File: src/rtl/cpu_pkg.sv
// Shared encodings and constants for the decode/operand-fetch pipeline slice.
// Latency: n/a (constants only).
// Backpressure: n/a.
package cpu_pkg;

  // Write-back source select
  localparam logic [1:0] MD_ALU = 2'd0;
  localparam logic [1:0] MD_MEM = 2'd1;
  localparam logic [1:0] MD_SLT = 2'd2;

  // Branch select
  localparam logic [1:0] BS_NONE = 2'd0;
  localparam logic [1:0] BS_Z    = 2'd1;
  localparam logic [1:0] BS_NZ   = 2'd2;
  localparam logic [1:0] BS_JMP  = 2'd3;

  // Register 0 is hard-wired zero and is never a forwarding target
  localparam int REG_ZERO = 0;

  // Immediate field width
  localparam int IMM_BITS = 16;

endpackage

File: src/rtl/operand_fetch_stage_if.sv
// Registered DOF -> execute bundle: controls, operands, PC and squash flag.
// Latency: n/a (wires only; driver registers every field).
// Backpressure: none; execute consumes one bundle per cycle.
interface operand_fetch_stage_if #(
  parameter int DATA_BITS             = 32,
  parameter int reg_addr_width        = 5,
  parameter int PROGRAM_COUNTER_WIDTH = 32
);

  logic                             RW;
  logic [reg_addr_width-1:0]        DA;
  logic [1:0]                       MD;
  logic [1:0]                       BS;
  logic                             PS;
  logic                             MW;
  logic [3:0]                       FS;
  logic [reg_addr_width-1:0]        SH;
  logic [DATA_BITS-1:0]             BUSA;
  logic [DATA_BITS-1:0]             BUSB;
  logic [PROGRAM_COUNTER_WIDTH-1:0] pc_min_two;
  logic                             squash;

  // DOF stage drives the bundle
  modport master (
    output RW, DA, MD, BS, PS, MW, FS, SH, BUSA, BUSB, pc_min_two, squash
  );

  // Execute stage consumes the bundle
  modport slave (
    input RW, DA, MD, BS, PS, MW, FS, SH, BUSA, BUSB, pc_min_two, squash
  );

endinterface

File: src/rtl/operand_fetch_stage_forward.sv
// Priority forwarding mux for one source operand: EX over WB over register file.
// Latency: combinational.
// Backpressure: none.
module operand_forward
  import cpu_pkg::*;
#(
  parameter int DATA_BITS      = 32,
  parameter int reg_addr_width = 5
) (
  input  logic [reg_addr_width-1:0] src_addr,
  input  logic [DATA_BITS-1:0]      rf_data,
  input  logic                      ex_rw,
  input  logic [reg_addr_width-1:0] ex_da,
  input  logic [DATA_BITS-1:0]      ex_data,
  input  logic                      wb_rw,
  input  logic [reg_addr_width-1:0] wb_da,
  input  logic [DATA_BITS-1:0]      wb_data,
  output logic [DATA_BITS-1:0]      fwd_data
);

  logic src_nonzero;
  logic ex_hit;
  logic wb_hit;

  // Youngest producer wins; register 0 always reads the file value
  always_comb begin
    src_nonzero = (src_addr != reg_addr_width'(REG_ZERO));
    ex_hit      = ex_rw && (ex_da == src_addr) && src_nonzero;
    wb_hit      = wb_rw && (wb_da == src_addr) && src_nonzero;
    fwd_data    = rf_data;
    if (ex_hit) begin
      fwd_data = ex_data;
    end else if (wb_hit) begin
      fwd_data = wb_data;
    end
  end

endmodule

File: src/rtl/operand_fetch_stage.sv
// Decode/operand-fetch stage: forwards, builds BUSA/BUSB and registers controls for execute.
// Latency: one cycle, all outputs registered.
// Backpressure: none; wrong-path instructions after a taken branch become bubbles.
module operand_fetch_stage
  import cpu_pkg::*;
#(
  parameter int DATA_BITS             = 32,
  parameter int reg_addr_width        = 5,
  parameter int PROGRAM_COUNTER_WIDTH = 32,
  parameter int BRANCH_SHADOW         = 2
) (
  input  logic                             clk,
  input  logic                             rst_n,
  input  logic                             valid_in,
  input  logic                             RW_in,
  input  logic [reg_addr_width-1:0]        DA_in,
  input  logic [reg_addr_width-1:0]        AA,
  input  logic [reg_addr_width-1:0]        BA,
  input  logic [1:0]                       MD_in,
  input  logic [1:0]                       BS_in,
  input  logic                             PS_in,
  input  logic                             MW_in,
  input  logic [3:0]                       FS_in,
  input  logic [reg_addr_width-1:0]        SH_in,
  input  logic                             MA,
  input  logic                             MB,
  input  logic                             CS,
  input  logic [IMM_BITS-1:0]              imm,
  input  logic [PROGRAM_COUNTER_WIDTH-1:0] pc_in,
  input  logic [DATA_BITS-1:0]             A_data,
  input  logic [DATA_BITS-1:0]             B_data,
  input  logic                             ex_RW,
  input  logic [reg_addr_width-1:0]        ex_DA,
  input  logic [DATA_BITS-1:0]             ex_forward,
  input  logic                             wb_RW,
  input  logic [reg_addr_width-1:0]        wb_DA,
  input  logic [DATA_BITS-1:0]             wb_data,
  input  logic                             br_taken,
  operand_fetch_stage_if.master            ex_out
);

  localparam int CNT_W = $clog2(BRANCH_SHADOW + 1);
  // The branch cycle itself squashes the current instruction, so the
  // counter only has to cover the remaining shadow slots.
  localparam logic [CNT_W-1:0] SHADOW_RELOAD = CNT_W'(BRANCH_SHADOW - 1);

  logic [DATA_BITS-1:0] fwd_a;
  logic [DATA_BITS-1:0] fwd_b;

  operand_forward #(
    .DATA_BITS      (DATA_BITS),
    .reg_addr_width (reg_addr_width)
  ) u_fwd_a (
    .src_addr (AA),
    .rf_data  (A_data),
    .ex_rw    (ex_RW),
    .ex_da    (ex_DA),
    .ex_data  (ex_forward),
    .wb_rw    (wb_RW),
    .wb_da    (wb_DA),
    .wb_data  (wb_data),
    .fwd_data (fwd_a)
  );

  operand_forward #(
    .DATA_BITS      (DATA_BITS),
    .reg_addr_width (reg_addr_width)
  ) u_fwd_b (
    .src_addr (BA),
    .rf_data  (B_data),
    .ex_rw    (ex_RW),
    .ex_da    (ex_DA),
    .ex_data  (ex_forward),
    .wb_rw    (wb_RW),
    .wb_da    (wb_DA),
    .wb_data  (wb_data),
    .fwd_data (fwd_b)
  );

  logic                             rw_q, rw_d;
  logic [reg_addr_width-1:0]        da_q, da_d;
  logic [1:0]                       md_q, md_d;
  logic [1:0]                       bs_q, bs_d;
  logic                             ps_q, ps_d;
  logic                             mw_q, mw_d;
  logic [3:0]                       fs_q, fs_d;
  logic [reg_addr_width-1:0]        sh_q, sh_d;
  logic [DATA_BITS-1:0]             busa_q, busa_d;
  logic [DATA_BITS-1:0]             busb_q, busb_d;
  logic [PROGRAM_COUNTER_WIDTH-1:0] pc_q, pc_d;
  logic [CNT_W-1:0]                 shadow_q, shadow_d;

  logic                 squash_now;
  logic                 bubble;
  logic [DATA_BITS-1:0] imm_sext;
  logic [DATA_BITS-1:0] imm_zext;
  logic [DATA_BITS-1:0] pc_ext;

  // Shadow counter, bubble decision and next-state of every execute field
  always_comb begin
    squash_now = br_taken || (shadow_q != '0);
    bubble     = !valid_in || squash_now;

    shadow_d = shadow_q;
    if (br_taken) begin
      shadow_d = SHADOW_RELOAD;
    end else if (shadow_q != '0) begin
      shadow_d = shadow_q - CNT_W'(1);
    end

    imm_sext = DATA_BITS'($signed(imm));
    imm_zext = DATA_BITS'(imm);
    pc_ext   = DATA_BITS'(pc_in);

    busa_d = MA ? pc_ext : fwd_a;
    busb_d = MB ? (CS ? imm_sext : imm_zext) : fwd_b;
    pc_d   = pc_in;

    // Bubbles only need their side-effecting controls cleared
    rw_d = bubble ? 1'b0 : RW_in;
    mw_d = bubble ? 1'b0 : MW_in;
    bs_d = bubble ? BS_NONE : BS_in;
    da_d = DA_in;
    md_d = MD_in;
    ps_d = PS_in;
    fs_d = FS_in;
    sh_d = SH_in;
  end

  // Pipeline register into execute; reset also clears a pending branch shadow
  always_ff @(posedge clk) begin
    if (!rst_n) begin
      rw_q     <= 1'b0;
      da_q     <= '0;
      md_q     <= MD_ALU;
      bs_q     <= BS_NONE;
      ps_q     <= 1'b0;
      mw_q     <= 1'b0;
      fs_q     <= '0;
      sh_q     <= '0;
      busa_q   <= '0;
      busb_q   <= '0;
      pc_q     <= '0;
      shadow_q <= '0;
    end else begin
      rw_q     <= rw_d;
      da_q     <= da_d;
      md_q     <= md_d;
      bs_q     <= bs_d;
      ps_q     <= ps_d;
      mw_q     <= mw_d;
      fs_q     <= fs_d;
      sh_q     <= sh_d;
      busa_q   <= busa_d;
      busb_q   <= busb_d;
      pc_q     <= pc_d;
      shadow_q <= shadow_d;
    end
  end

  assign ex_out.RW         = rw_q;
  assign ex_out.DA         = da_q;
  assign ex_out.MD         = md_q;
  assign ex_out.BS         = bs_q;
  assign ex_out.PS         = ps_q;
  assign ex_out.MW         = mw_q;
  assign ex_out.FS         = fs_q;
  assign ex_out.SH         = sh_q;
  assign ex_out.BUSA       = busa_q;
  assign ex_out.BUSB       = busb_q;
  assign ex_out.pc_min_two = pc_q;
  assign ex_out.squash     = (shadow_q != '0);

endmodule
File: src/flat_wrapper.sv
// flat-port wrapper written by rule: the top's interface ports become plain ports
module operand_fetch_stage_flat import cpu_pkg::*;
#(
  parameter int DATA_BITS             = 32,
  parameter int reg_addr_width        = 5,
  parameter int PROGRAM_COUNTER_WIDTH = 32,
  parameter int BRANCH_SHADOW         = 2
)
  (clk, rst_n, valid_in, RW_in, DA_in, AA, BA, MD_in, BS_in, PS_in, MW_in, FS_in, SH_in, MA, MB, CS, imm, pc_in, A_data, B_data, ex_RW, ex_DA, ex_forward, wb_RW, wb_DA, wb_data, br_taken, ex_out_RW, ex_out_DA, ex_out_MD, ex_out_BS, ex_out_PS, ex_out_MW, ex_out_FS, ex_out_SH, ex_out_BUSA, ex_out_BUSB, ex_out_pc_min_two, ex_out_squash);
  operand_fetch_stage_if #(.DATA_BITS(DATA_BITS), .reg_addr_width(reg_addr_width), .PROGRAM_COUNTER_WIDTH(PROGRAM_COUNTER_WIDTH)) ex_out_i ();
  input  logic clk;
  input  logic rst_n;
  input  logic valid_in;
  input  logic RW_in;
  input  logic [reg_addr_width-1:0] DA_in;
  input  logic [reg_addr_width-1:0] AA;
  input  logic [reg_addr_width-1:0] BA;
  input  logic [1:0] MD_in;
  input  logic [1:0] BS_in;
  input  logic PS_in;
  input  logic MW_in;
  input  logic [3:0] FS_in;
  input  logic [reg_addr_width-1:0] SH_in;
  input  logic MA;
  input  logic MB;
  input  logic CS;
  input  logic [IMM_BITS-1:0] imm;
  input  logic [PROGRAM_COUNTER_WIDTH-1:0] pc_in;
  input  logic [DATA_BITS-1:0] A_data;
  input  logic [DATA_BITS-1:0] B_data;
  input  logic ex_RW;
  input  logic [reg_addr_width-1:0] ex_DA;
  input  logic [DATA_BITS-1:0] ex_forward;
  input  logic wb_RW;
  input  logic [reg_addr_width-1:0] wb_DA;
  input  logic [DATA_BITS-1:0] wb_data;
  input  logic br_taken;
  output wire logic [$bits(ex_out_i.RW)-1:0] ex_out_RW;
  output wire logic [$bits(ex_out_i.DA)-1:0] ex_out_DA;
  output wire logic [$bits(ex_out_i.MD)-1:0] ex_out_MD;
  output wire logic [$bits(ex_out_i.BS)-1:0] ex_out_BS;
  output wire logic [$bits(ex_out_i.PS)-1:0] ex_out_PS;
  output wire logic [$bits(ex_out_i.MW)-1:0] ex_out_MW;
  output wire logic [$bits(ex_out_i.FS)-1:0] ex_out_FS;
  output wire logic [$bits(ex_out_i.SH)-1:0] ex_out_SH;
  output wire logic [$bits(ex_out_i.BUSA)-1:0] ex_out_BUSA;
  output wire logic [$bits(ex_out_i.BUSB)-1:0] ex_out_BUSB;
  output wire logic [$bits(ex_out_i.pc_min_two)-1:0] ex_out_pc_min_two;
  output wire logic [$bits(ex_out_i.squash)-1:0] ex_out_squash;
  assign ex_out_RW = ex_out_i.RW;
  assign ex_out_DA = ex_out_i.DA;
  assign ex_out_MD = ex_out_i.MD;
  assign ex_out_BS = ex_out_i.BS;
  assign ex_out_PS = ex_out_i.PS;
  assign ex_out_MW = ex_out_i.MW;
  assign ex_out_FS = ex_out_i.FS;
  assign ex_out_SH = ex_out_i.SH;
  assign ex_out_BUSA = ex_out_i.BUSA;
  assign ex_out_BUSB = ex_out_i.BUSB;
  assign ex_out_pc_min_two = ex_out_i.pc_min_two;
  assign ex_out_squash = ex_out_i.squash;
  operand_fetch_stage #(.DATA_BITS(DATA_BITS), .reg_addr_width(reg_addr_width), .PROGRAM_COUNTER_WIDTH(PROGRAM_COUNTER_WIDTH), .BRANCH_SHADOW(BRANCH_SHADOW)) u_core (.clk(clk), .rst_n(rst_n), .valid_in(valid_in), .RW_in(RW_in), .DA_in(DA_in), .AA(AA), .BA(BA), .MD_in(MD_in), .BS_in(BS_in), .PS_in(PS_in), .MW_in(MW_in), .FS_in(FS_in), .SH_in(SH_in), .MA(MA), .MB(MB), .CS(CS), .imm(imm), .pc_in(pc_in), .A_data(A_data), .B_data(B_data), .ex_RW(ex_RW), .ex_DA(ex_DA), .ex_forward(ex_forward), .wb_RW(wb_RW), .wb_DA(wb_DA), .wb_data(wb_data), .br_taken(br_taken), .ex_out(ex_out_i));
endmodule
File: config.mk
export PLATFORM = sky130hd
export DESIGN_NAME = operand_fetch_stage_flat
export DESIGN_NICKNAME = d
export VERILOG_FILES = /design/src/rtl/cpu_pkg.sv /design/src/rtl/operand_fetch_stage_if.sv /design/src/rtl/operand_fetch_stage_forward.sv /design/src/rtl/operand_fetch_stage.sv /design/src/flat_wrapper.sv
export SDC_FILE = /design/constraint.sdc
export NUM_CORES = 1
export LEC_CHECK = 0
export CORE_ASPECT_RATIO = 0.6
export CORE_MARGIN = 5
export CORE_UTILIZATION = 39
export DETAILED_ROUTE_END_ITERATION = 10
export PLACE_DENSITY_LB_ADDON = 0.25
export SLEW_MARGIN = 30
export SYNTH_ARGS = -nofsm -noshare
export SYNTH_HDL_FRONTEND = slang
export SYNTH_HIERARCHICAL = 1
export SYNTH_SLANG_ARGS = --single-unit
File: constraint.sdc
create_clock -name clk -period 2 [get_ports clk]
set_input_delay 0.4 -clock clk [delete_from_list [all_inputs] [get_ports clk]]
set_output_delay 0.4 -clock clk [all_outputs]
set_load 0.02 [all_outputs]
After elaboration in Yosys (flattened, before gate mapping)
Cells that the tools add are included.
{"block": "op_classes", "add_sub_neg": 1, "eq_ne": 4, "mux": 9, "bitwise_logic": 1, "reduce_logical": 17}
{"op": "$mux W32", "count": 7}
{"op": "$eq A5 B5 Y1", "count": 4}
{"op": "$reduce_bool A5 Y1", "count": 2}
{"op": "$logic_and A1 B1 Y1", "count": 8}
{"op": "$reduce_bool A2 Y1", "count": 2}
{"op": "$reduce_or A2 Y1", "count": 2}
{"op": "$logic_or A1 B1 Y1", "count": 2}
{"op": "$mux W1", "count": 2}
{"op": "$sub A2 B1 Y2 const B", "count": 1}
{"op": "$logic_not A1 Y1", "count": 1}
{"op": "$not A1 Y1", "count": 1}
{"block": "word_totals", "register_bits": 119, "in_bits": 226, "output_inout_bits": 118, "word_cells": 45}

Depth between registers and ports, before layout
{"block": "logic_depth", "depth_word": 6, "depth_mapped": 8, "depth_no_buf": 6}

Modules after synthesis
Netlist, hierarchy kept.
{"mod": "operand_fetch_stage", "instances": 1, "cells_per_inst": 332, "area_each_um2": 3857.4, "seq_area_each_um2": 2382.3}
{"mod": "operand_forward", "instances": 2, "cells_per_inst": 198, "area_each_um2": 1153.6, "seq_area_each_um2": 0.0}

Worst setup path after synthesis
Ideal clock, no wire load.
{"block": "synth_timing", "path_kind": "input port to flip-flop", "start": "input AA[2]", "end": "register u_core.busa_q[11], in the netlist u_core/ex_out.BUSA[11]", "setup_time_ns": 0.114, "arrival_time_ns": 1.775, "t_required_ns": 1.886, "setup_slack_ns": 0.111, "path_stages": 7, "n_path_buf": 1, "path_cell_list": "or4_4 -> o211ai_4 -> buf_2 -> or3_1 -> a31oi_1 -> mux2i_1 -> nor2_1"}
{"block": "synth_via", "elab_chain_len": 6, "word_cells_on_any_way": 10, "classes_between": "eq/ne: 2; mux: 3; reduce/logical: 5"}
{"item": "start, declared", "line_no": "flat_wrapper.sv:16", "source": "input logic [reg_addr_width-1:0] AA;"}
{"item": "$eq A5 B5 Y1", "line_no": "operand_fetch_stage_forward.sv:29", "source": "wb_hit = wb_rw && (wb_da == src_addr) && src_nonzero;"}
{"item": "$logic_and A1 B1 Y1 (2 in series)", "line_no": "operand_fetch_stage_forward.sv:29"}
{"item": "$mux W32", "line_no": "operand_fetch_stage_forward.sv:33", "source": "end else if (wb_hit) begin"}
{"item": "$mux W32 (*)", "line_no": "operand_fetch_stage_forward.sv:31", "source": "if (ex_hit) begin"}
{"item": "net u_core.fwd_a[11]", "line_no": "operand_fetch_stage.sv:47", "source": "logic [DATA_BITS-1:0] fwd_a;"}
{"item": "$mux W32 (*)", "line_no": "operand_fetch_stage.sv:115", "source": "busa_d = MA ? pc_ext : fwd_a;"}
{"item": "end signal, assigned", "line_no": "operand_fetch_stage.sv:154", "source": "busa_q <= busa_d;"}
{"item": "end, declared", "line_no": "operand_fetch_stage.sv:88", "source": "logic [DATA_BITS-1:0] busa_q, busa_d;"}
The timed path passes the listed nets; every way through them passes the cells marked *.
A chain may end at the register's enable or synchronous reset.

Worst setup path after layout
{"block": "layout_timing", "start": "input wb_RW", "end": "register u_core.busa_q[20], in the netlist u_core/ex_out.BUSA[20]"}
{"block": "layout_via", "elab_chain_len": 5}
{"item": "start, declared", "line_no": "flat_wrapper.sv:34", "source": "input logic wb_RW;"}
{"item": "$logic_and A1 B1 Y1 (2 in series)", "line_no": "operand_fetch_stage_forward.sv:29"}
{"item": "$mux W32", "line_no": "operand_fetch_stage_forward.sv:33"}
{"item": "$mux W32", "line_no": "operand_fetch_stage_forward.sv:31"}
{"item": "net u_core.fwd_a[20]", "line_no": "operand_fetch_stage.sv:47"}
{"item": "$mux W32", "line_no": "operand_fetch_stage.sv:115"}
The timed path passes the listed nets, and every way through them passes these cells.

==> results.sh <==
export IMPL_syn_area_per_cell_um2=8.47
export IMPL_yosysMostFrequentCell="dfxtp_1"
export IMPL_rr_worst_depth=4
export IMPL_critPathCapture="u_core/ex_out.BUSA[20]"
export IMPL_yosys_warnings=6
export IMPL_max_freq_ghz=0.507
export IMPL_reg2reg_from="u_core/shadow_q[0]"
export IMPL_slew_viol_final=0
export IMPL_status="finished clean"
export IMPL_coreArea_um2=15400
export IMPL_worst_slack_ns=0.0288
export IMPL_initial_core_util_pct=40.0
export IMPL_root_buffer="clkbuf_16"
export IMPL_grt_pass1_vias=6419
export IMPL_track_usage_pct=26.4
export IMPL_cp_data_arrival_time_ns=2.32
export IMPL_synth_nets=955
export IMPL_drc=0
export IMPL_cts_tree="done"
export IMPL_worst_slew_pin_slew_ns=0.422
export IMPL_synthTopCellsByArea="dfxtp_1 (39%), mux2i_1 (7.8%), a31oi_1 (6.5%)"
export IMPL_synthCells=728
export IMPL_cts_buffers=17
export IMPL_dpl_worst_slack_ns=-0.548
export IMPL_dp_cells=1247
export IMPL_antenna_found_initial=3
export IMPL_dieArea_um2=18500
export IMPL_leakage_nw=4.40
export IMPL_setup_violations=0
export IMPL_ff2ff_setup_slack_ns=0.86
export IMPL_area_growth_pct=77.3
export IMPL_io_buffers=343
export IMPL_clock_sinks=119
export IMPL_grt_overflow=0
export IMPL_grt_max_degree=66
export IMPL_clkTransAtPathRegs_ns=0.06
export IMPL_drt_iter0_markers=624
export IMPL_synthesis_area_um2=6160
export IMPL_clockBufferDepth=2
export IMPL_cp_required_ns=2.35
export IMPL_r2r_end="u_core/ex_out.BS[0]"
export IMPL_synth_edff_count=0
export IMPL_path_max_fanout=6
export IMPL_synthDistinctLibCells=32
export IMPL_vias=6720
export IMPL_start_kind="primary input"
export IMPL_hold_path_cell_count=3
export IMPL_htree_levels=4
export IMPL_wl_per_cell_um=20.5
export IMPL_detail_route_antenna_nets=0
export IMPL_synthArstFlopShare_pct=0
export IMPL_clock_skew_ns=0.00652
export IMPL_rows=35
export IMPL_synth_top_cell_by_area="dfxtp_1"
export IMPL_dieWidth_um=172
export IMPL_fin_crit_ns=1.97
export IMPL_drive_gt1_share_pct=13.0
export IMPL_synthTopCellsByCount="dfxtp_1 (119), inv_1 (67), a31oi_1 (64), nor3_1 (64), or3_1 (56)"
export IMPL_insertion_delay_ns=0.41
export IMPL_gp_congestion=0.922
export IMPL_maxCapViolCount=0
export IMPL_seq_area_frac_synth_pct=38.6
export IMPL_layout_nets=1312
export IMPL_relSlewSlack_pct=71.9
export IMPL_firstDrtPassIters=5
export IMPL_synth_ff_type="dfxtp_1"
export IMPL_peakVddDrop_v=0.000525
export IMPL_ys_seq_elements=119
export IMPL_routed_via_density=5.17
export IMPL_hold_buffers=0
export IMPL_powerDensity_nw_per_um2=707
export IMPL_dieHeight_um=107
export IMPL_wl_mm=26.7
export IMPL_dp_hpwl_mm=18.7
export IMPL_pin_count=344
export IMPL_crit_start="wb_RW"
export IMPL_n_antenna_cell=0
export IMPL_period_share_pct=98.6
export IMPL_path_class="primary input to flop"
export IMPL_yosysTopAreaCellShare_pct=38.6
export IMPL_final_cells=1301
export IMPL_hold_path_class="primary input to flop"
export IMPL_critPathCaptureType="flop"
export IMPL_grt_first_pass_wirelength_mm=37.6
export IMPL_hold_viol=0
## cell families (layout without fill, tap and decap cells)
logic type,Yosys count,in the layout,share of synthesized area (%)
compound gates,150,150,15.5
xor+xnor,21,21,2.98
buf+inv,133,503,11.4
simple gates,256,256,23.5
mux,48,48,7.79
fa+ha+maj,1,1,0.203
flops,119,119,38.6
## routing by layer
layer | vias to the layer above | part of all wire (%) | GRT usage (%)
li1 | 3215 | - | -
met1 | 3038 | 42 | 34.5
met2 | 412 | 46 | 42.6
met3 | 53 | 10 | 7.74
met4 | 2 | 2.4 | 7.07
met5 | - | 0.026 | 0
## flip-flops by register name, indices dropped and copies added, names as in the netlist
name / flops
u_core/ex_out.BS: 2
u_core/ex_out.BUSA: 32
u_core/ex_out.BUSB: 32
u_core/ex_out.DA: 5
u_core/ex_out.FS: 4
u_core/ex_out.MD: 2
u_core/ex_out.MW: 1
u_core/ex_out.PS: 1
u_core/ex_out.RW: 1
u_core/ex_out.SH: 5
u_core/ex_out.pc_min_two: 32
u_core/shadow_q: 2
## worst min-delay path by stage
stage          slack (ns)                from            endpoint
2_1_floorplan        0.48            br_taken  u_core/shadow_q[1]
3_3_place_gp         0.53  u_core/shadow_q[1]  u_core/shadow_q[1]
3_5_place_dp         0.55  u_core/shadow_q[1]  u_core/shadow_q[1]
4_1_cts              0.47               rst_n  u_core/shadow_q[0]
5_1_grt              0.47               rst_n  u_core/shadow_q[0]
6_report             0.48               rst_n  u_core/shadow_q[0]
## cell usage in the layout, fill, tap and decap left out, types with 42 or more instances in the layout
master           netlist  routed
clkdlybuf4s50_1        0     325
dfxtp_1              119     119
inv_1                 67      67
nor3_1                64      61
a31oi_1               64      60
or3_1                 56      54
and2_1                53      53
mux2i_1               48      48
nor2_1                48      48
o21ai_1               38      42
## worst max-delay path: stages
cell,delay (ns)
clkdlybuf4s50_1,0.60
o211ai_4,0.19
buf_6,0.19
clkbuf_16,0.16
or3_1,0.36
a31oi_1,0.18
mux2i_1,0.12
nor2_1,0.11
## final cells by class
cell class	instances	area, µm²
fillers	1188	4490
repair buffers	403	4250
multi-input cells	476	3170
flip-flops and latches	119	2380
clock buffers	18	429
inverters	68	255
well taps	203	254
clock inverters	14	189
## where the power goes
group	internal (mW)	switching, mW	total, mW
sequential	2.52	0.0435	2.56
clock	2.00	1.26	3.27
combinational	1.03	0.870	1.90
total	5.55	2.18	7.73
## metrics by stage
stage / TNS (ns) / utilization, % / area (µm²) / total power [mW] / hold WS [ns]
6_report: 0 / 70.9 / 10900 / 7.73 / 0.477
5_1_grt: -0.0471 / 70.9 / 10900 / 8.00 / 0.473
4_1_cts: -0.00238 / 68.9 / 10600 / 7.68 / 0.468
3_5_place_dp: -29.19 / 63.7 / 9810 / 4.34 / 0.548
3_3_place_gp: -26.89 / 63.7 / 9810 / 4.32 / 0.526
2_1_floorplan: 0 / - / 6160 / 3.38 / 0.478
## timing repair
item | 4_1_cts | 5_1_grt
cloned | 5 | 7
buffers inserted | 3 | 9
pin swaps | 6 | 28
hold endpoints to repair | 0 | 0
resized for setup | 15 | 48
endpoints found under the setup margin | 50 | 54
Power figures use the tool's default switching activity.
